$ cat config.mk
export PLATFORM = sky130hd
export DESIGN_NAME = hpdmc_wrpath16
export DESIGN_NICKNAME = d
export VERILOG_FILES = /design/src/rtl/hpdmc_wrpath16_pkg.sv /design/src/rtl/hpdmc_wrpath16.sv
export SDC_FILE = /design/constraint.sdc
export NUM_CORES = 1
export LEC_CHECK = 0
export ABC_CLOCK_PERIOD_IN_PS = 1400
export CAP_MARGIN = 30
export CORE_UTILIZATION = 32
export DETAILED_ROUTE_END_ITERATION = 6
export MAX_ROUTING_LAYER = met4
export PLACE_DENSITY = 0.76
export REMOVE_ABC_BUFFERS = 1
export SETUP_SLACK_MARGIN = 0.3
export SLEW_MARGIN = 15
export SYNTH_ARGS = -nofsm -noshare
export SYNTH_HDL_FRONTEND = slang
export SYNTH_SLANG_ARGS = --single-unit
$ cat constraint.sdc
create_clock -name sys_clk -period 1.4 [get_ports sys_clk]
set_clock_uncertainty 0.05 [all_clocks]
set_input_delay 0.14 -clock sys_clk [delete_from_list [all_inputs] [get_ports sys_clk]]
set_output_delay 0.14 -clock sys_clk [all_outputs]
set_load 0.01 [all_outputs]
$ cat src/rtl/hpdmc_wrpath16_pkg.sv
// Shared state encoding and idle-bus constants for the 16-bit DDR write path.
package hpdmc_wrpath16_pkg;

  typedef enum logic [2:0] {
    ST_IDLE = 3'd0,
    ST_WAIT = 3'd1,
    ST_PRE  = 3'd2,
    ST_DATA = 3'd3,
    ST_POST = 3'd4
  } wr_state_e;

  // Between bursts the DQ bus carries zeros and every byte lane is masked.
  localparam logic [15:0] DQ_IDLE = 16'h0000;
  localparam logic [1:0]  DM_IDLE = 2'b11;

endpackage

$ cat src/rtl/hpdmc_wrpath16.sv
// Write-data sequencer: turns a WRITE command plus bus words into per-cycle
// rise/fall DQ, DM and DQS half-words with enables for the ODDR bank.
//
// state | meaning
// IDLE  | no burst; a write pulse starts one
// WAIT  | counting out the remaining write latency
// PRE   | DQS preamble driven low, first word sampled
// DATA  | one 32-bit word per cycle on DQ, DQS toggling
// POST  | DQS postamble driven low, then back to IDLE
module hpdmc_wrpath16
  import hpdmc_wrpath16_pkg::*;
#(
  parameter int BURST_WORDS = 4,
  parameter int WRITE_DELAY = 1
) (
  input  logic        sys_clk,
  input  logic        sdram_rst,
  input  logic        write,
  input  logic [31:0] wdata,
  input  logic [3:0]  wmask,
  input  logic        wdata_valid,
  output logic        wdata_ready,
  output logic [15:0] dq_rise,
  output logic [15:0] dq_fall,
  output logic [1:0]  dm_rise,
  output logic [1:0]  dm_fall,
  output logic        dq_oe,
  output logic        dqs_rise,
  output logic        dqs_fall,
  output logic        dqs_oe,
  output logic        busy,
  output logic        underrun,
  output logic        write_err
);

  localparam int DLY_W  = (WRITE_DELAY > 2) ? $clog2(WRITE_DELAY - 1) : 1;
  localparam int BEAT_W = (BURST_WORDS > 1) ? $clog2(BURST_WORDS) : 1;
  localparam logic [DLY_W-1:0]  DLY_LOAD  = DLY_W'((WRITE_DELAY > 1) ? WRITE_DELAY - 2 : 0);
  localparam logic [BEAT_W-1:0] BEAT_LOAD = BEAT_W'(BURST_WORDS - 1);

  wr_state_e         state, state_nx;
  logic [DLY_W-1:0]  dly_cnt, dly_nx;
  logic [BEAT_W-1:0] beat_cnt, beat_nx;
  logic              take_word;

  always_comb begin
    state_nx = state;
    dly_nx   = dly_cnt;
    beat_nx  = beat_cnt;
    case (state)
      ST_IDLE: begin
        if (write) begin
          if (WRITE_DELAY == 1) begin
            state_nx = ST_PRE;
          end else begin
            state_nx = ST_WAIT;
            dly_nx   = DLY_LOAD;
          end
        end
      end
      ST_WAIT: begin
        if (dly_cnt == '0) state_nx = ST_PRE;
        else               dly_nx   = dly_cnt - DLY_W'(1);
      end
      ST_PRE: begin
        state_nx = ST_DATA;
        beat_nx  = BEAT_LOAD;
      end
      ST_DATA: begin
        if (beat_cnt == '0) state_nx = ST_POST;
        else                beat_nx  = beat_cnt - BEAT_W'(1);
      end
      ST_POST: state_nx = ST_IDLE;
      default: state_nx = ST_IDLE;
    endcase
  end

  // A word sampled now is the one shown during the next DATA cycle.
  always_comb begin
    take_word   = (state == ST_PRE) || ((state == ST_DATA) && (beat_cnt != '0));
    wdata_ready = take_word;
  end

  assign dqs_fall = 1'b0;

  always_ff @(posedge sys_clk) begin
    if (sdram_rst) begin
      state     <= ST_IDLE;
      dly_cnt   <= '0;
      beat_cnt  <= '0;
      dq_rise   <= DQ_IDLE;
      dq_fall   <= DQ_IDLE;
      dm_rise   <= DM_IDLE;
      dm_fall   <= DM_IDLE;
      dq_oe     <= 1'b0;
      dqs_rise  <= 1'b0;
      dqs_oe    <= 1'b0;
      busy      <= 1'b0;
      underrun  <= 1'b0;
      write_err <= 1'b0;
    end else begin
      state     <= state_nx;
      dly_cnt   <= dly_nx;
      beat_cnt  <= beat_nx;
      dq_oe     <= (state_nx == ST_DATA);
      dqs_rise  <= (state_nx == ST_DATA);
      dqs_oe    <= (state_nx == ST_PRE) || (state_nx == ST_DATA) || (state_nx == ST_POST);
      busy      <= (state_nx != ST_IDLE);
      write_err <= write && (state != ST_IDLE);
      underrun  <= take_word && !wdata_valid;
      if (take_word && wdata_valid) begin
        dq_rise <= wdata[31:16];
        dq_fall <= wdata[15:0];
        dm_rise <= ~wmask[3:2];
        dm_fall <= ~wmask[1:0];
      end else begin
        dq_rise <= DQ_IDLE;
        dq_fall <= DQ_IDLE;
        dm_rise <= DM_IDLE;
        dm_fall <= DM_IDLE;
      end
    end
  end

endmodule

Word level (Yosys, flattened, before mapping)
Cells that the tools add are included.
Cells by class
  add/subtract/negate cells: 2
  multiply operators: 0
  divide/modulo/power cells: 0
  order comparisons: 0
  equal/unequal tests: 7
  shift operators: 0
  multiplexer cells: 7
  bitwise operators: 3
  reductions and logical operators: 16
Operators with widths (number)
  $eq A3 B2 Y1 const B: 4
  $pmux W3 S4: 1
  $mux W3: 3
  $reduce_bool A3 Y1: 2
  $logic_and A1 B1 Y1: 4
  $not A2 Y2: 2
  $pmux W2 S2: 1
  $reduce_bool A2 Y1: 2
  $eq A3 B1 Y1 const B: 1
  $eq A3 B3 Y1 const B: 1
  $logic_not A3 Y1: 1
  $logic_or A1 B1 Y1: 3
  $logic_not A2 Y1: 1
  $mux W2: 1
  $ne A2 B2 Y1 const B: 1
  $reduce_and A2 Y1: 1
  $reduce_or A2 Y1: 1
  $sub A2 B1 Y2 const B: 1
  $logic_not A1 Y1: 1
  $mux W1: 1
  $not A1 Y1: 1
  $sub A1 B1 Y1 const B: 1
Word-level totals
  flip-flop bits (word level): 47
  latch bits: 0
  RAM bits: 0
  bits in read-only memories: 0
  input bits: 40
  word-level logic and storage cells: 47
  memories: 0

Longest topological paths before layout
Gate-level depths: netlist (run 1).
  depth after elaboration: 6
  depth in mapped cells: 7

Worst setup path after synthesis (run 1)
No wires, ideal clock.
  kind: register to register
  from: reg beat_cnt[0]
  to: reg dq_fall[10]
  library setup time: 0.115 ns
  data arrival time: 1.170 ns
  data required time: 1.235 ns
  setup slack: 0.065 ns
  stages on the path, launching flop included: 8
  period minus slack after synthesis: 1.335 ns
  path through: dfxtp_1 > inv_1 > ha_1 > nand2_1 > and4b_1 > buf_4 > buf_6 > and2_1
Between the ends
  cells in the longest elaborated chain, start to end: 6
RTL lines
  start: declaration: line hpdmc_wrpath16.sv:43  | logic [BEAT_W-1:0] beat_cnt, beat_nx;
  start signal: assignment: line hpdmc_wrpath16.sv:104  | beat_cnt <= beat_nx;
  $reduce_bool A2 Y1: line hpdmc_wrpath16.sv:80  | take_word = (state == ST_PRE) || ((state == ST_DATA) && (beat_cnt != '0));
  $logic_and A1 B1 Y1: line hpdmc_wrpath16.sv:80
  $logic_or A1 B1 Y1: line hpdmc_wrpath16.sv:80
  $logic_and A1 B1 Y1: line hpdmc_wrpath16.sv:111  | if (take_word && wdata_valid) begin
  $not A1 Y1 (no source line)
  $reduce_or A2 Y1 (no source line)
  end signal: assignment: line hpdmc_wrpath16.sv:113  | dq_fall <= wdata[15:0];
  end: declaration: line hpdmc_wrpath16.sv:24  | output logic [15:0] dq_fall,
Every way passes these cells.
A chain may end at the register's enable or synchronous reset.

Worst setup path after layout (run 1)
  from: reg beat_cnt[0]
  to: reg dq_rise[6]
Between the ends
  cells in the longest elaborated chain, start to end: 6
RTL lines
  $reduce_bool A2 Y1: line hpdmc_wrpath16.sv:80
  $logic_and A1 B1 Y1: line hpdmc_wrpath16.sv:80
  $logic_or A1 B1 Y1: line hpdmc_wrpath16.sv:80
  $logic_and A1 B1 Y1: line hpdmc_wrpath16.sv:111
  $not A1 Y1 (no source line)
  $reduce_or A2 Y1 (no source line)
  end signal: assignment: line hpdmc_wrpath16.sv:112  | dq_rise <= wdata[31:16];
  end: declaration: line hpdmc_wrpath16.sv:23  | output logic [15:0] dq_rise,
Every way passes these cells.

==> run_results.csv, run 1 <==
group,metric,value,unit
status,status,"completed",
setup_path,r2r_slack,0.09,ns
logic_synthesis,synth_seq_area_share,0.688,
logic_synthesis,syn_inst,113,
finish,fill_cells,344,
drt,wire_per_inst,10.3,um
setup_path,start_kind,"register",
clocking,cts_max_path_buffers,2,
clocking,clkLatencyLatePin,0.29,ns
sta,maxSlewViolCount,0,
clocking,cts_setup_buffers,0,
sta,finalSetupTns,0,ns
logic_synthesis,avgSynthCellArea,11.8,sq um
floorplanning,die_h,66.7,um
grt,gr-total-overflow,0,
clocking,root_buffer,"clkbuf_8",
setup_path,worstSetupPathType,"register to register",
hold_path,min_from,"wmask[3]",
sta,finalWorstSetupSlack,0.0902,ns
finish,multi_input_area,384,sq um
setup_path,reg2reg_depth,6,
drt,drt-vias-per-instance,4.08,
clocking,cts_buffers,5,
finish,layoutNonFillerInstCount,253,
setup_path,required,1.54,ns
placement,port_buffers,82,
floorplanning,rows,23,
grt,grt_use_total,0.131,
drt,dr_total_vias,1031,
placement,gp_congestion,0.693,
clocking,clk_pin_slew_worst_paths,0.08,ns
setup_path,crit_buf_inv,2,
finish,seq_area,923,sq um
grt,grt_pass1_wl,4060,um
drt,drt-pass1-iter-count,2,
logic_synthesis,synth_edf_count,0,
sta,hold_viol_final,0,
placement,dp_slack,-0.0839,ns
finish,nets,243,
setup_path,slowest_stage,"dfxtp_2",
setup_path,max_stage_delay,0.33,ns
finish,antenna_cells,0,
clocking,htreeDepth,2,
drt,drt_drc_violations_left,0,
setup_path,endpoint_kind,"register",
setup_path,arrival,1.45,ns
placement,dpl.hpwl,2010,um
sta,period_needed,1.31,ns
logic_synthesis,synth_seq_cells,46,
hold_path,min_to,"dm_rise[1]",
sta,post-route-period-util,0.936,
logic_synthesis,syn_area,0.00134,sq mm
hold_path,hold_depth,2,
finish,drive_gt1_frac,0.153,
grt,grt_max_degree,37,
setup_path,r2r_end,"dq_rise[6]",
floorplanning,die_area,0.00445,sq mm
grt,first_global_vias,947,
finish,fin_area,0.00233,sq mm
clocking,clock-sinks,46,
clocking,cts_tree,"yes",
hold_path,hp-class,"input port to register",
logic_synthesis,async_flop_share,0,
drt,ant_nets,0,
power_and_ir_drop,max-vdd-ir-drop,576,uV
drt,first_iter_violations,40,
job,max_cap_violations,0,
logic_synthesis,yosysWarnings,0,
floorplanning,coreArea,0.00400,sq mm
setup_path,worstPathCellList,"inv_2, ha_4, nand2_2, and4b_1, buf_12, and2_1",
placement,dp.cells,245,
finish,flow.area_growth_from_synthesis,74.0,%
setup_path,r2r_start,"beat_cnt[0]",
sta,setup_viol,0,
logic_synthesis,synth.distinct_cells,19,
floorplanning,io_pins,84,
sta,fmax,0.763,GHz
finish,utilization,0.582,
finish,final_cell_mix,"dfxtp_1 (44), clkdlybuf4s50_1 (39), and2_1 (33)",
floorplanning,die_w,66.7,um
setup_path,critical_path.top_delay_family,"simple AND/OR/NAND/NOR gates",
drt,routed_wl,2610,um
setup_path,crit_path_max_fanout,36,
power_and_ir_drop,p_per_area,1070,mW/mm^2
sta,whs,0.268,ns
floorplanning,initial_utilization,0.335,
finish,final_common_cell,"dfxtp_1",
power_and_ir_drop,p_leak,1.00,nW
logic_synthesis,synth-main-ff-cell,"dfxtp_1",
placement,placed_cell_area,0.00223,sq mm
sta,rsz0062_at_grt,"yes",
power_and_ir_drop,totalPowerFinal,2.48,mW
grt,antenna_found_initial,0,
[area by class of cell]
class                           instances  share of cell area
Clock inverter                          3             0.00913
Inverter                                3             0.00483
Sequential cell                        46               0.396
Tap cell                               50              0.0269
Clock buffer                            5              0.0295
Timing Repair Buffer                   89               0.368
Multi-Input combinational cell         57               0.165
[registers in the layout (all words and copies together), names as in the netlist, 2 cells and up]
register,count
dq_fall,16
dq_rise,16
state,3
beat_cnt,2
dm_fall,2
dm_rise,2
[cell usage after synthesis, types with 2 or more instances]
| cell | instances | area [sq um] |
|---|---|---|
| nor2_1 | 2 | 7.51 |
| dfxtp_1 | 46 | 921 |
| buf_6 | 3 | 33.8 |
| nand2_1 | 6 | 22.5 |
| nor3_1 | 6 | 30.0 |
| and2_1 | 33 | 206 |
| inv_1 | 3 | 11.3 |
| buf_4 | 3 | 22.5 |
[how the worst max path moves through the flow]
| stage | startpoint | slack [ns] | depth (start not counted) | end |
|---|---|---|---|---|
| finish | beat_cnt[0] | 0.09 | 6 | dq_rise[6] |
| detailed placement | beat_cnt[0] | -0.08 | 6 | wdata_ready |
| global route | beat_cnt[0] | 0.02 | 6 | dq_rise[11] |
| floorplan | beat_cnt[0] | -0.11 | 5 | dq_fall[0] |
| CTS | beat_cnt[1] | 0.06 | 6 | wdata_ready |
| global placement | beat_cnt[0] | -0.06 | 6 | wdata_ready |
[worst reg2reg max path, stage by stage, from the launching register on]
cell,delay [ns]
dfxtp_2,0.33
inv_2,0.07
ha_4,0.15
nand2_2,0.06
and4b_1,0.22
buf_12,0.16
and2_1,0.18
[power by group]
group	switching, mW	internal (mW)	leakage, nW
clock	0.428	0.350	0.0441
combinational	0.113	0.216	0.584
sequential	0.0171	1.36	0.375
[logic make-up (layout without fill, tap and decap cells)]
kind of cell | after synthesis | count (layout) | share of synthesized area
other | 1 | 1 | 0.00280
flip-flops | 46 | 46 | 0.688
AND/OR/NAND/NOR | 52 | 52 | 0.230
adder cells (fa/ha/maj) | 1 | 1 | 0.00934
buffers and inverters | 10 | 100 | 0.0542
AO/OA/AOI/OAI | 3 | 3 | 0.0159
[metal layers]
layer | vias to the layer above | routed length, um | global-route usage
met4 | 0 | 40 | 0.0718
met5 | - | 0 | -
met2 | 50 | 1370 | 0.215
li1 | 526 | - | -
met1 | 451 | 1020 | 0.137
met3 | 4 | 176 | 0.0445
[repair_timing]
| item | CTS | global route |
|---|---|---|
| endpoints found under the setup margin | 83 | 73 |
| resized for setup | 56 | 40 |
| hold buffers | 0 | 0 |
| pin swaps | 4 | 3 |
Note: power is estimated with default switching activity, not from simulation.
==> run 2: changes to the inputs <==
--- a/config.mk
+++ b/config.mk
@@ -7,8 +7,10 @@
 export LEC_CHECK = 0
 export ABC_CLOCK_PERIOD_IN_PS = 1400
 export CAP_MARGIN = 30
+export CORE_MARGIN = 4
 export CORE_UTILIZATION = 32
 export DETAILED_ROUTE_END_ITERATION = 6
+export GPL_ROUTABILITY_DRIVEN = 1
 export MAX_ROUTING_LAYER = met4
 export PLACE_DENSITY = 0.76
 export REMOVE_ABC_BUFFERS = 1
==> run 2 against run 1 <==
  * Clock-buffer cell count is 1 higher
  * Final area is 0.97% higher
  * Wire length is 15% higher
  * Sequential share of layout area is 0.38 points lower
  * Flip-flop and latch count stayed put
  * Non-clock buffer count is 1 higher
  * Final cell count is 0.40% higher
  * Critical path depth stayed put
  * Die area is 19% higher
  * Fmax is 0.10% higher
  * Clock power is 4.5% higher
  * Hold slack better by 0.0064 ns
  * Critical path type unchanged
  * Critical endpoint is now dq_rise[10]
  * Largest power group unchanged
==> run_results.csv, run 2 (synthesis results as in run 1) <==
group,metric,value,unit
finish,drive_gt1_frac,0.152,
setup_path,endpoint,"dq_rise[10]",
clocking,cts_buffers,5,
drt,ant_nets,0,
clocking,clkLatencyLatePin,0.28,ns
finish,utilization,0.584,
clocking,cts_tree,"yes",
floorplanning,die_area,0.00528,sq mm
setup_path,r2r_slack,0.09,ns
finish,fin_area,0.00235,sq mm
floorplanning,die_h,72.7,um
drt,drt_drc_violations_left,0,
clocking,cts_max_path_buffers,2,
placement,dpl.hpwl,2320,um
grt,grt_use_total,0.120,
setup_path,arrival,1.44,ns
floorplanning,coreArea,0.00403,sq mm
status,status,"completed",
clocking,root_buffer,"clkbuf_8",
grt,gr-total-overflow,0,
sta,post-route-period-util,0.935,
clocking,clk_pin_slew_worst_paths,0.08,ns
sta,hold_viol_final,0,
drt,first_iter_violations,22,
power_and_ir_drop,max-vdd-ir-drop,675,uV
placement,gp_congestion,0.736,
sta,fmax,0.764,GHz
drt,routed_wl,2990,um
setup_path,worstSetupStartpoint,"beat_cnt[1]",
setup_path,start_kind,"register",
finish,largestRegisters,"dq_fall: 16 flops, dq_rise: 16 flops, state: 3 flops",
power_and_ir_drop,p_per_area,1070,mW/mm^2
hold_path,hp-class,"input port to register",
sta,period_needed,1.31,ns
sta,finalSetupTns,0,ns
floorplanning,initial_utilization,0.332,
grt,antenna_found_initial,0,
placement,port_buffers,82,
setup_path,required,1.53,ns
grt,first_global_vias,1045,
setup_path,endpoint_kind,"register",
finish,layoutNonFillerInstCount,254,
floorplanning,rows,23,
setup_path,r2r_end,"dq_rise[10]",
sta,setup_viol,0,
finish,antenna_cells,0,
sta,maxSlewViolCount,0,
grt,grt_pass1_wl,4630,um
setup_path,r2r_start,"beat_cnt[1]",
placement,placed_cell_area,0.00222,sq mm
clocking,clock-sinks,46,
finish,final_common_cell,"dfxtp_1",
setup_path,reg2reg_depth,6,
drt,drt-pass1-iter-count,2,
clocking,htreeDepth,2,
setup_path,worstSetupPathType,"register to register",
setup_path,crit_path_max_fanout,36,
floorplanning,die_w,72.7,um
floorplanning,io_pins,84,
placement,dp.cells,244,
finish,flow.area_growth_from_synthesis,75.7,%
finish,final_cell_mix,"dfxtp_1 (44), clkdlybuf4s50_1 (39), and2_1 (33)",
drt,dr_total_vias,1038,
drt,wire_per_inst,11.8,um
power_and_ir_drop,p_leak,1.01,nW
sta,rsz0062_at_grt,"yes",
finish,nets,244,
drt,drt-vias-per-instance,4.09,
grt,grt_max_degree,37,
job,max_cap_violations,0,
sta,whs,0.274,ns
## run 2: how the worst min path moves through the flow
stage	startpoint	end	cells after the start
5_1_grt	wmask[0]	dm_fall[0]	2
6_report	wmask[0]	dm_fall[0]	2
2_1_floorplan	wmask[0]	dm_fall[0]	1
3_5_place_dp	beat_cnt[0]	beat_cnt[0]	2
4_1_cts	wmask[0]	dm_fall[0]	2
3_3_place_gp	beat_cnt[0]	beat_cnt[0]	2
## run 2: layer usage
layer / track usage / vias to the layer above / share of wire
li1: - / 526 / -
met1: 0.122 / 454 / 0.38
met2: 0.196 / 56 / 0.48
met3: 0.0606 / 2 / 0.13
met4: 0.0492 / 0 / 0.0060
met5: - / - / 0
## run 2: worst max-delay path, stage by stage, from the launching register on
cell,delay [ns]
dfxtp_2,0.32
inv_2,0.08
ha_4,0.14
nand2_2,0.06
and4b_1,0.22
buf_12,0.16
and2_1,0.16
## run 2: through the flow
stage | setup WS [ns] | total power [mW]
after CTS | 0.0576 | 2.55
final | 0.0915 | 2.53
after floorplan | -0.107 | 1.49
after global placement | -0.0664 | 1.72
after detailed placement | -0.0993 | 1.73
after global routing | 0.0263 | 2.66
## run 2: area by class of cell
cell class	instances	area, sq um
fillers	359	1680
flip-flops and latches	46	923
repair buffers	90	871
multi-input cells	57	389
clock buffers	6	82.6
well taps	50	62.6
clock inverters	2	12.5
inverters	3	11.3
## run 2: repair_timing
action	CTS	global route
cloned	0	0
endpoints found under the setup margin	82	69
pin swaps	4	2
buffers inserted	2	0
resized for setup	57	34
hold buffers	0	0
## run 2: power breakdown
group          internal (mW)  total [mW]  switching, mW
registers               1.36        1.38         0.0169
logic                  0.219       0.338          0.119
clock network          0.397       0.814          0.417
total                   1.97        2.53          0.553
==> run 3: changes to the inputs <==
--- a/config.mk
+++ b/config.mk
@@ -19,3 +19,4 @@
 export SYNTH_ARGS = -nofsm -noshare
 export SYNTH_HDL_FRONTEND = slang
 export SYNTH_SLANG_ARGS = --single-unit
+export TNS_END_PERCENT = 1
==> run 3 against run 2 <==
  * Core utilization grew 5.0 points
  * Via count unchanged
  * Highest routed layer unchanged
  * Power grew 0.92%
  * Sequential share of layout area shrank 3.1 points
  * Setup slack got worse by 0.015 ns
==> run_results.csv, run 3 (synthesis results as in run 1) <==
group,metric,value,unit
placement,gp_congestion,0.736,
setup_path,crit_path_max_fanout,36,
power_and_ir_drop,power_frac_comb,0.143,
floorplanning,die_h,72.7,um
hold_path,hp-class,"input port to register",
finish,flow.area_growth_from_synthesis,90.8,%
drt,drt_drc_violations_left,0,
power_and_ir_drop,power_frac_seq,0.539,
power_and_ir_drop,totalPowerFinal,2.55,mW
grt,antenna_found_initial,0,
placement,placed_cell_area,0.00222,sq mm
finish,fin_area,0.00255,sq mm
clocking,cts_max_path_buffers,2,
clocking,htreeDepth,2,
sta,maxSlewViolCount,0,
power_and_ir_drop,p_leak,1.63,nW
clocking,clock-sinks,46,
floorplanning,initial_utilization,0.332,
power_and_ir_drop,p_int,1.99,mW
drt,ant_nets,0,
setup_path,reg2reg_depth,6,
sta,rsz0062_at_grt,"yes",
drt,routed_wl,3140,um
placement,port_buffers,82,
power_and_ir_drop,clkPwrFrac,0.319,
clocking,cts_buffers,5,
drt,drt-pass1-iter-count,2,
floorplanning,coreArea,0.00403,sq mm
drt,wire_per_inst,12.4,um
power_and_ir_drop,sw_frac_of_total,0.218,
setup_path,required,1.59,ns
drt,dr_total_vias,1038,
sta,fmax,0.756,GHz
grt,first_global_vias,1010,
finish,largestRegisters,"dq_fall: 16 flops, dq_rise: 16 flops, state: 3 flops",
drt,drt-vias-per-instance,4.10,
job,max_cap_violations,0,
setup_path,r2r_end,"dq_fall[14]",
clocking,cts_tree,"yes",
sta,post-route-period-util,0.945,
setup_path,worstSetupPathType,"register to register",
finish,drive_gt1_frac,0.305,
sta,hold_viol_final,0,
sta,finalSetupTns,0,ns
power_and_ir_drop,max-vdd-ir-drop,660,uV
finish,nets,243,
clocking,ctsHoldBuffers,0,
setup_path,r2r_start,"beat_cnt[0]",
grt,grt_use_total,0.119,
sta,setup_viol,0,
floorplanning,rows,23,
floorplanning,io_pins,84,
floorplanning,die_area,0.00528,sq mm
finish,final_common_cell,"dfxtp_1",
clocking,clkLatencyLatePin,0.28,ns
setup_path,worstSetupStartpoint,"beat_cnt[0]",
status,status,"completed",
power_and_ir_drop,netSwitchingPower,557,uW
grt,gr-total-overflow,0,
power_and_ir_drop,p_per_area,998,mW/mm^2
clocking,clk_pin_slew_worst_paths,0.08,ns
clocking,root_buffer,"clkbuf_8",
setup_path,r2r_slack,0.08,ns
finish,multi_input_area,479,sq um
grt,grt_pass1_wl,4530,um
placement,dpl.hpwl,2320,um
finish,final_cell_mix,"dfxtp_1 (44), dlymetal6s2s_1 (41), clkdlybuf4s50_1 (39)",
finish,seq_area,923,sq um
floorplanning,die_w,72.7,um
finish,antenna_cells,0,
sta,period_needed,1.32,ns
setup_path,start_kind,"register",
drt,first_iter_violations,21,
finish,fill_cells,316,
setup_path,endpoint_kind,"register",
setup_path,arrival,1.51,ns
grt,grt_max_degree,37,
setup_path,endpoint,"dq_fall[14]",
run 3: final cells by class:
type,instances,area share
flip-flops and latches,46,0.361
clock inverters,2,0.00490
inverters,3,0.00441
multi-input cells,57,0.188
clock buffers,6,0.0323
repair buffers,89,0.385
well taps,50,0.0245
run 3: worst min-delay path by stage:
stage / end / slack (ns) / from / depth (start not counted)
floorplan: dm_fall[0] / 0.15 / wmask[0] / 1
global placement: beat_cnt[0] / 0.41 / beat_cnt[0] / 2
detailed placement: beat_cnt[0] / 0.43 / beat_cnt[0] / 2
CTS: dm_fall[0] / 0.26 / wmask[0] / 2
global route: dm_fall[0] / 0.28 / wmask[0] / 2
finish: dm_rise[1] / 0.30 / wmask[3] / 2
run 3: repair_timing:
item / in CTS / in global routing
gates resized for setup: 10 / 85
buffers inserted: 1 / 0
pin swaps: 1 / 37
setup endpoints to repair: 82 / 83
run 3: layer usage:
layer / track usage / share of wire
met1: 0.118 / 0.38
met5: - / 0
met3: 0.0675 / 0.12
met4: 0.0492 / 0.0057
met2: 0.190 / 0.49
run 3: power groups by stage:
stage | combinational (mW) | sequential, mW | clock (mW)
6_report | 0.364 | 1.37 | 0.812
4_1_cts | 0.335 | 1.37 | 0.844
5_1_grt | 0.391 | 1.38 | 0.913
3_5_place_dp | 0.324 | 1.40 | 0
2_1_floorplan | 0.0652 | 1.43 | 0
3_3_place_gp | 0.319 | 1.40 | 0
run 3: per-stage QoR:
step / hold slack [ns] / setup WS, ns / utilization / instances
6_report: 0.301 / 0.0768 / 0.634 / 253
5_1_grt: 0.283 / 0.0158 / 0.634 / 253
4_1_cts: 0.259 / 0.0321 / 0.579 / 253
3_5_place_dp: 0.426 / -0.0993 / 0.551 / 244
3_3_place_gp: 0.409 / -0.0664 / 0.551 / 244
2_1_floorplan: 0.152 / -0.107 / - / 106
run 3: critical path, cell delays in order (launching register included):
cell and delay (ns):
dfxtp_2 0.33, inv_2 0.05, ha_4 0.15, nand2_2 0.07, and4b_1 0.24, buf_12 0.20
and2_4 0.16
==> patch 1: new RTL, flow settings as in run 2 <==
Make the reset (`sdram_rst`) asynchronous in one clocked block.
--- a/src/rtl/hpdmc_wrpath16.sv
+++ b/src/rtl/hpdmc_wrpath16.sv
@@ -85,3 +85,3 @@
 
-  always_ff @(posedge sys_clk) begin
+  always_ff @(posedge sys_clk or posedge sdram_rst) begin
     if (sdram_rst) begin
Formal check against the unedited RTL: differs if sdram_rst is asserted again (counterexample within 4 cycles, from zero or initial values and one cycle with sdram_rst high); with sdram_rst held inactive, the same outputs for 10 cycles.
==> patch 1 against run 2 <==
The run now ends with negative setup slack left. Global-route usage up 0.37 points. Synthesized area up 23%. Cell count up 9.8%. Worst setup slack worse by 110 ps. Die area up 20%. Sequential cell count unchanged. Via count up 8.7%. Wire length up 22%. Critical path depth up 1. Design area up 12%.
Power is not compared: it rests on default switching activity, and its combinational part moved more than twofold at a synthesized area within 25%.
==> patch 1: results (changes against run 2) <==
.. list-table::
   :header-rows: 1

   * - Metric
     - Value
   * - CP endpoint
     - dq_rise[4]
   * - Number of global-route vias before repair
     - 1,262 (+21%)
   * - Number of DRC markers after the initial detailed-route iteration
     - 18 (-18%)
   * - Longest Clk Path Bufs
     - 2 (unchanged)
   * - Most instantiated cells after synthesis
     - sky130_fd_sc_hd__dfrtp_1, sky130_fd_sc_hd__and2_4, sky130_fd_sc_hd__and2_1, sky130_fd_sc_hd__a21oi_1
   * - Critical path arrival
     - 1550 ps (+110 ps)
   * - Placement-stage cell area
     - 2580 µm² (+16%)
   * - Cell leakage power
     - 1.30 nW
   * - Final antenna diode count
     - 0 (unchanged)
   * - Biggest registers after layout
     - dq_fall x16, dq_rise x16, state x3
   * - Antenna violations before repair
     - 0 (unchanged)
   * - Result of the run
     - finished with violations
   * - Classification of the worst-slack hold path
     - input port to asynchronous set/reset pin
   * - First drt pass iteration count
     - 4 (+2)
   * - Share of post-route cells with drive strength above 1
     - 0.495 (+0.343)
   * - Failing checks
     - negative setup slack
   * - # port buffers
     - 82 (unchanged)
   * - Routed wire length
     - 3650 µm (+22%)
   * - Worst-case reg-to-reg path depth
     - 7 (+1)
   * - Routed via count
     - 1,128 (+8.7%)
   * - Detailed placement HPWL
     - 2660 µm (+15%)
   * - Cell types occupying the most area after synthesis
     - sky130_fd_sc_hd__dfrtp_1, sky130_fd_sc_hd__and2_4, sky130_fd_sc_hd__dfstp_2
   * - Wire length of the first global-routing pass
     - 5640 µm (+22%)
   * - FFs w/ async S/R, synth
     - 1.00 (+1.00)
   * - Root Buffer Master
     - sky130_fd_sc_hd__clkbuf_8
   * - Worst setup path startpoint
     - beat_cnt[0]
   * - Fraction of the yosys area taken by sequential cells
     - 0.702 (+0.0137)
   * - NumNets Final
     - 252 (+3.3%)
   * - Final setup fails
     - 18 (+18)
   * - Most frequently used flop master after synthesis
     - sky130_fd_sc_hd__dfrtp_1
   * - Average size of a mapped cell
     - 14.6 µm² (+23%)
   * - Combined global-route utilization of all metal layers
     - 0.124 (+0.00367)
   * - Number of buffers created by CTS
     - 5 (unchanged)
   * - Total instance count after detailed placement
     - 266 (+9.0%)
   * - Worst-path fanout max
     - 14 (-61%)
   * - Final std cells w/o fill
     - 279 (+9.8%)
   * - Post-placement setup slack
     - -115 ps (-15.3 ps)
   * - CORE AREA
     - 4850 µm² (+20%)
   * - Depth of the CTS H-tree
     - 2 (unchanged)
   * - Number of unique standard cell types used by synthesis
     - 22 (+3)
   * - PnR worst setup slack
     - -14.8 ps (-106 ps)
   * - Global placement routability congestion
     - 0.757 (+2.8%)
   * - Summed negative setup slack over all endpoints
     - -140 ps (-140 ps)
   * - Pin count of the biggest net entering global routing
     - 47 (+27%)
-- patch 1: cell types whose count changed in the layout (fill, tap and decap cells not counted), moves of 18 or more --
cell / change
sky130_fd_sc_hd__and2_1: -25
sky130_fd_sc_hd__and2_4: +24
sky130_fd_sc_hd__buf_2: +18
sky130_fd_sc_hd__clkdlybuf4s15_1: -24
sky130_fd_sc_hd__dfrtp_1: +42
sky130_fd_sc_hd__dfxtp_1: -44
-- patch 1: kinds of logic after synthesis --
family / Yosys count / share of synthesized area
simple gates: 46 / 0.200
flops: 46 / 0.702
buf+inv: 10 / 0.0547
compound gates: 9 / 0.0334
fa+ha+maj: 1 / 0.00759
other cells: 1 / 0.00228
-- patch 1: worst min-delay path by stage --
stage                     cells after the start           to      start  slack, ps
after floorplan                               1   dm_fall[0]   wmask[0]        130
after global placement                        3  dq_fall[14]  sdram_rst        490
after detailed placement                      3   dq_fall[8]  sdram_rst        490
after CTS                                     3   dq_fall[8]  sdram_rst        160
after global routing                          3   dq_rise[5]  sdram_rst        180
final                                         3   dq_fall[8]  sdram_rst        170
-- patch 1: timing repair --
item                                    4_1_cts  5_1_grt
pin swaps                                     3        2
setup buffers                                 2        2
cloned                                        0        1
endpoints found under the setup margin       86       82
gates resized for setup                     130       43
hold endpoints to repair                      0        0
-- patch 1: layer usage --
| metal | vias up | track usage | wire (µm) |
|---|---|---|---|
| met5 | - | - | 0 |
| met3 | 4 | 0.0508 | 467 |
| met1 | 516 | 0.141 | 1400 |
| li1 | 544 | - | - |
| met2 | 64 | 0.199 | 1740 |
| met4 | 0 | 0.0422 | 44 |
-- patch 1: power by group through the flow --
stage / logic, mW / clock network [mW] / registers, mW
floorplan: 0.525 / 0 / 1.94
global placement: 1.67 / 0 / 1.76
detailed placement: 1.69 / 0 / 1.78
CTS: 1.68 / 0.989 / 1.75
global route: 1.86 / 1.04 / 1.79
finish: 1.70 / 0.949 / 1.75
-- patch 1: layout make-up --
class	count	area (µm²)
Fill cell	424	2210
Tap cell	67	83.8
Sequential cell	46	1160
Clock buffer	6	72.6
Multi-Input combinational cell	57	464
Timing Repair Buffer	98	815
Inverter	3	11.3
Clock inverter	2	37.5
-- patch 1: stage by stage --
step                      hold WS [ps]  power, mW
after global placement             485       3.43
after global routing               183       4.70
final                              169       4.40
after detailed placement           489       3.47
after floorplan                    129       2.47
after CTS                          161       4.42
-- patch 1: critical path, stage by stage, from the launching register on --
cell	delay, ps
sky130_fd_sc_hd__dfrtp_1	400
sky130_fd_sc_hd__inv_2	80
sky130_fd_sc_hd__ha_4	130
sky130_fd_sc_hd__buf_6	100
sky130_fd_sc_hd__nand2_4	40
sky130_fd_sc_hd__and3_4	190
sky130_fd_sc_hd__clkbuf_16	170
sky130_fd_sc_hd__and2_4	150
==> patch 2: new RTL, flow settings as in run 2 <==
Without the edit above. Change the parameter `BURST_WORDS` from 4 to 2.
--- a/src/rtl/hpdmc_wrpath16.sv
+++ b/src/rtl/hpdmc_wrpath16.sv
@@ -12,3 +12,3 @@
 #(
-  parameter int BURST_WORDS = 4,
+  parameter int BURST_WORDS = 2,
   parameter int WRITE_DELAY = 1
Behaviour: not the same (a bounded check fails within 4 cycles, from zero or initial values and one cycle with sdram_rst high).
==> patch 2 against run 2 <==
Worst setup slack better by 43 ps. Hold slack improved by 47 ps. Wire length rose by 57%. Sequential cell count fell by 1. Total power is 9.3% higher. Design area increased by 21%. First-iteration DRC count increased to 3.6 times the old value. Synthesized area up 11%. Critical path type unchanged. Critical endpoint is now dm_rise[1]. Largest cell class is now buffers. Largest power group unchanged.
==> patch 2: results (changes against run 2) <==
.. list-table::
   :header-rows: 1

   * - Metric
     - Value
   * - Worst-path fanout max
     - 6 (-83%)
   * - Placement-stage cell area
     - 2390 µm² (+7.8%)
   * - Post-DR wirelength/cell
     - 15.8 µm (+35%)
   * - Pin count of the biggest net entering global routing
     - 24 (-35%)
   * - Standard cell with the maximum stage delay on the critical path
     - sky130_fd_sc_hd__or4_4
   * - Grt ovf
     - 0 (unchanged)
   * - Worst-case vdd ir drop
     - 493 µV (-27%)
   * - NumNets Final
     - 283 (+16%)
   * - Hold-critical path depth
     - 3 (+1)
   * - Classification of the worst-slack hold path
     - input port to flip-flop
   * - Most frequently used flop master after synthesis
     - sky130_fd_sc_hd__dfxtp_1
   * - Global placement routability congestion
     - 0.759 (+3.0%)
   * - Combined global-route utilization of all metal layers
     - 0.149 (+0.0288)
   * - Number of DRC markers after the initial detailed-route iteration
     - 79 (+260%)
   * - Worst-case reg-to-reg path depth
     - 3 (-3)
   * - Maximum operating frequency
     - 790 MHz (+3.4%)
   * - Reg2reg start
     - state[2]
   * - Cell leakage power
     - 1.12 nW (+11%)
   * - Register-to-register setup slack
     - 130 ps (+40 ps)
   * - Antenna violations before repair
     - 0 (unchanged)
   * - Fraction of the yosys area taken by sequential cells
     - 0.606 (-0.0823)
   * - Depth of the CTS H-tree
     - 2 (unchanged)
   * - Hold Path End
     - dq_rise[5]
   * - Number of buffers created by CTS
     - 5 (unchanged)
   * - Global Route met2 Usage
     - 0.253 (+0.0562)
   * - Grt met3 use
     - 0.0402 (-0.0204)
   * - Yosys warns
     - 0 (unchanged)
   * - Share of post-route cells with drive strength above 1
     - 0.250 (+0.0980)
   * - Later-pin clock latency in the skew report
     - 290 ps
   * - Critical path arrival
     - 1390 ps (-50 ps)
   * - Post-placement setup slack
     - -138 ps (-38.7 ps)
   * - Most instantiated cells after synthesis
     - sky130_fd_sc_hd__dfxtp_1, sky130_fd_sc_hd__nand2_1, sky130_fd_sc_hd__nor4_1, sky130_fd_sc_hd__buf_2
   * - Hold path start
     - wdata[21]
   * - Number of unique standard cell types used by synthesis
     - 22 (+3)
   * - First drt pass iteration count
     - 5 (+3)
   * - Root Buffer Master
     - sky130_fd_sc_hd__clkbuf_8
   * - End of the worst register-to-register path
     - dm_rise[1]
   * - Result of the run
     - finished clean
   * - Number of global-route vias before repair
     - 1,407 (+35%)
   * - Worst hold margin
     - 321 ps (+47.0 ps)
   * - Met1 layer usage reported by global route
     - 0.162 (+0.0398)
   * - Wire length of the first global-routing pass
     - 6750 µm (+46%)
   * - Detailed placement HPWL
     - 3030 µm (+31%)
   * - Cell types occupying the most area after synthesis
     - sky130_fd_sc_hd__dfxtp_1, sky130_fd_sc_hd__nor4_1, sky130_fd_sc_hd__nand2_1
   * - Crit path largest cell delay
     - 470 ps (+150 ps)
   * - Final antenna diode count
     - 0 (unchanged)
   * - Net switching power
     - 714 µW (+29%)
   * - FFs w/ async S/R, synth
     - 0 (unchanged)
   * - Routed via count
     - 1,464 (+41%)
[patch 2: cell count changes after synthesis, moves of 2 or more]
| cell | before | now |
|---|---|---|
| sky130_fd_sc_hd__and2_1 | 33 | 0 |
| sky130_fd_sc_hd__nor4_1 | 0 | 33 |
| sky130_fd_sc_hd__nand2_1 | 6 | 36 |
| sky130_fd_sc_hd__buf_2 | 1 | 7 |
| sky130_fd_sc_hd__clkbuf_1 | 0 | 5 |
| sky130_fd_sc_hd__or4_1 | 0 | 3 |
| sky130_fd_sc_hd__buf_1 | 0 | 2 |
| sky130_fd_sc_hd__inv_1 | 3 | 1 |
[patch 2: metrics by stage]
stage	util	power (mW)	cells
after global routing	0.643	2.87	296
after CTS	0.579	2.69	292
after floorplan	-	1.50	134
final	0.643	2.76	296
after detailed placement	0.542	1.80	282
after global placement	0.542	1.80	282
[patch 2: power by group through the flow]
stage          Sequential [mW]  Combinational, mW  Clock, mW
6_report                  1.34              0.552      0.868
5_1_grt                   1.35              0.587      0.931
4_1_cts                   1.34              0.444      0.904
3_5_place_dp              1.37              0.430          0
3_3_place_gp              1.37              0.424          0
2_1_floorplan             1.40              0.104          0
[patch 2: how the worst max path moves through the flow]
stage                startpoint          end  depth (start not counted)
detailed placement  wdata_valid   dq_fall[3]                          4
finish                 state[2]   dm_rise[1]                          3
global route           state[0]  wdata_ready                          3
CTS                    state[2]  wdata_ready                          3
global placement    wdata_valid   dq_fall[3]                          4
floorplan              state[1]   dm_rise[1]                          2
[patch 2: timing repair]
item | in CTS | in global routing
buffers inserted | 2 | 2
gates resized for setup | 67 | 59
hold buffers | 0 | 0
gates cloned | 0 | 2
pin swaps | 5 | 8
endpoints found under the setup margin | 64 | 63
[patch 2: final cells by class]
type	count	area (µm²)
sequential	45	906
clock inverter	1	5.00
tap	52	65.1
inverter	1	3.75
fill	362	1580
multi-input combinational	88	748
clock buffer	7	96.3
timing repair buffer	102	1010
[patch 2: kinds of logic after synthesis]
group / Yosys count / synth area share
compound gates: 3 / 0.0193
other cells: 1 / 0.00252
flops: 45 / 0.606
simple gates: 84 / 0.304
buf+inv: 19 / 0.0690
[patch 2: metal layers]
metal / vias up / part of all wire
met3: 8 / 0.070
li1: 713 / -
met4: 0 / 0.017
met1: 686 / 0.39
met2: 57 / 0.53
met5: - / 0
[patch 2: critical path: cells and delay by family (launching register included)]
family                 cells  cell delay (ps)
and+or+nand+nor            2              640
DFF                        1              320
buffers and inverters      1              140
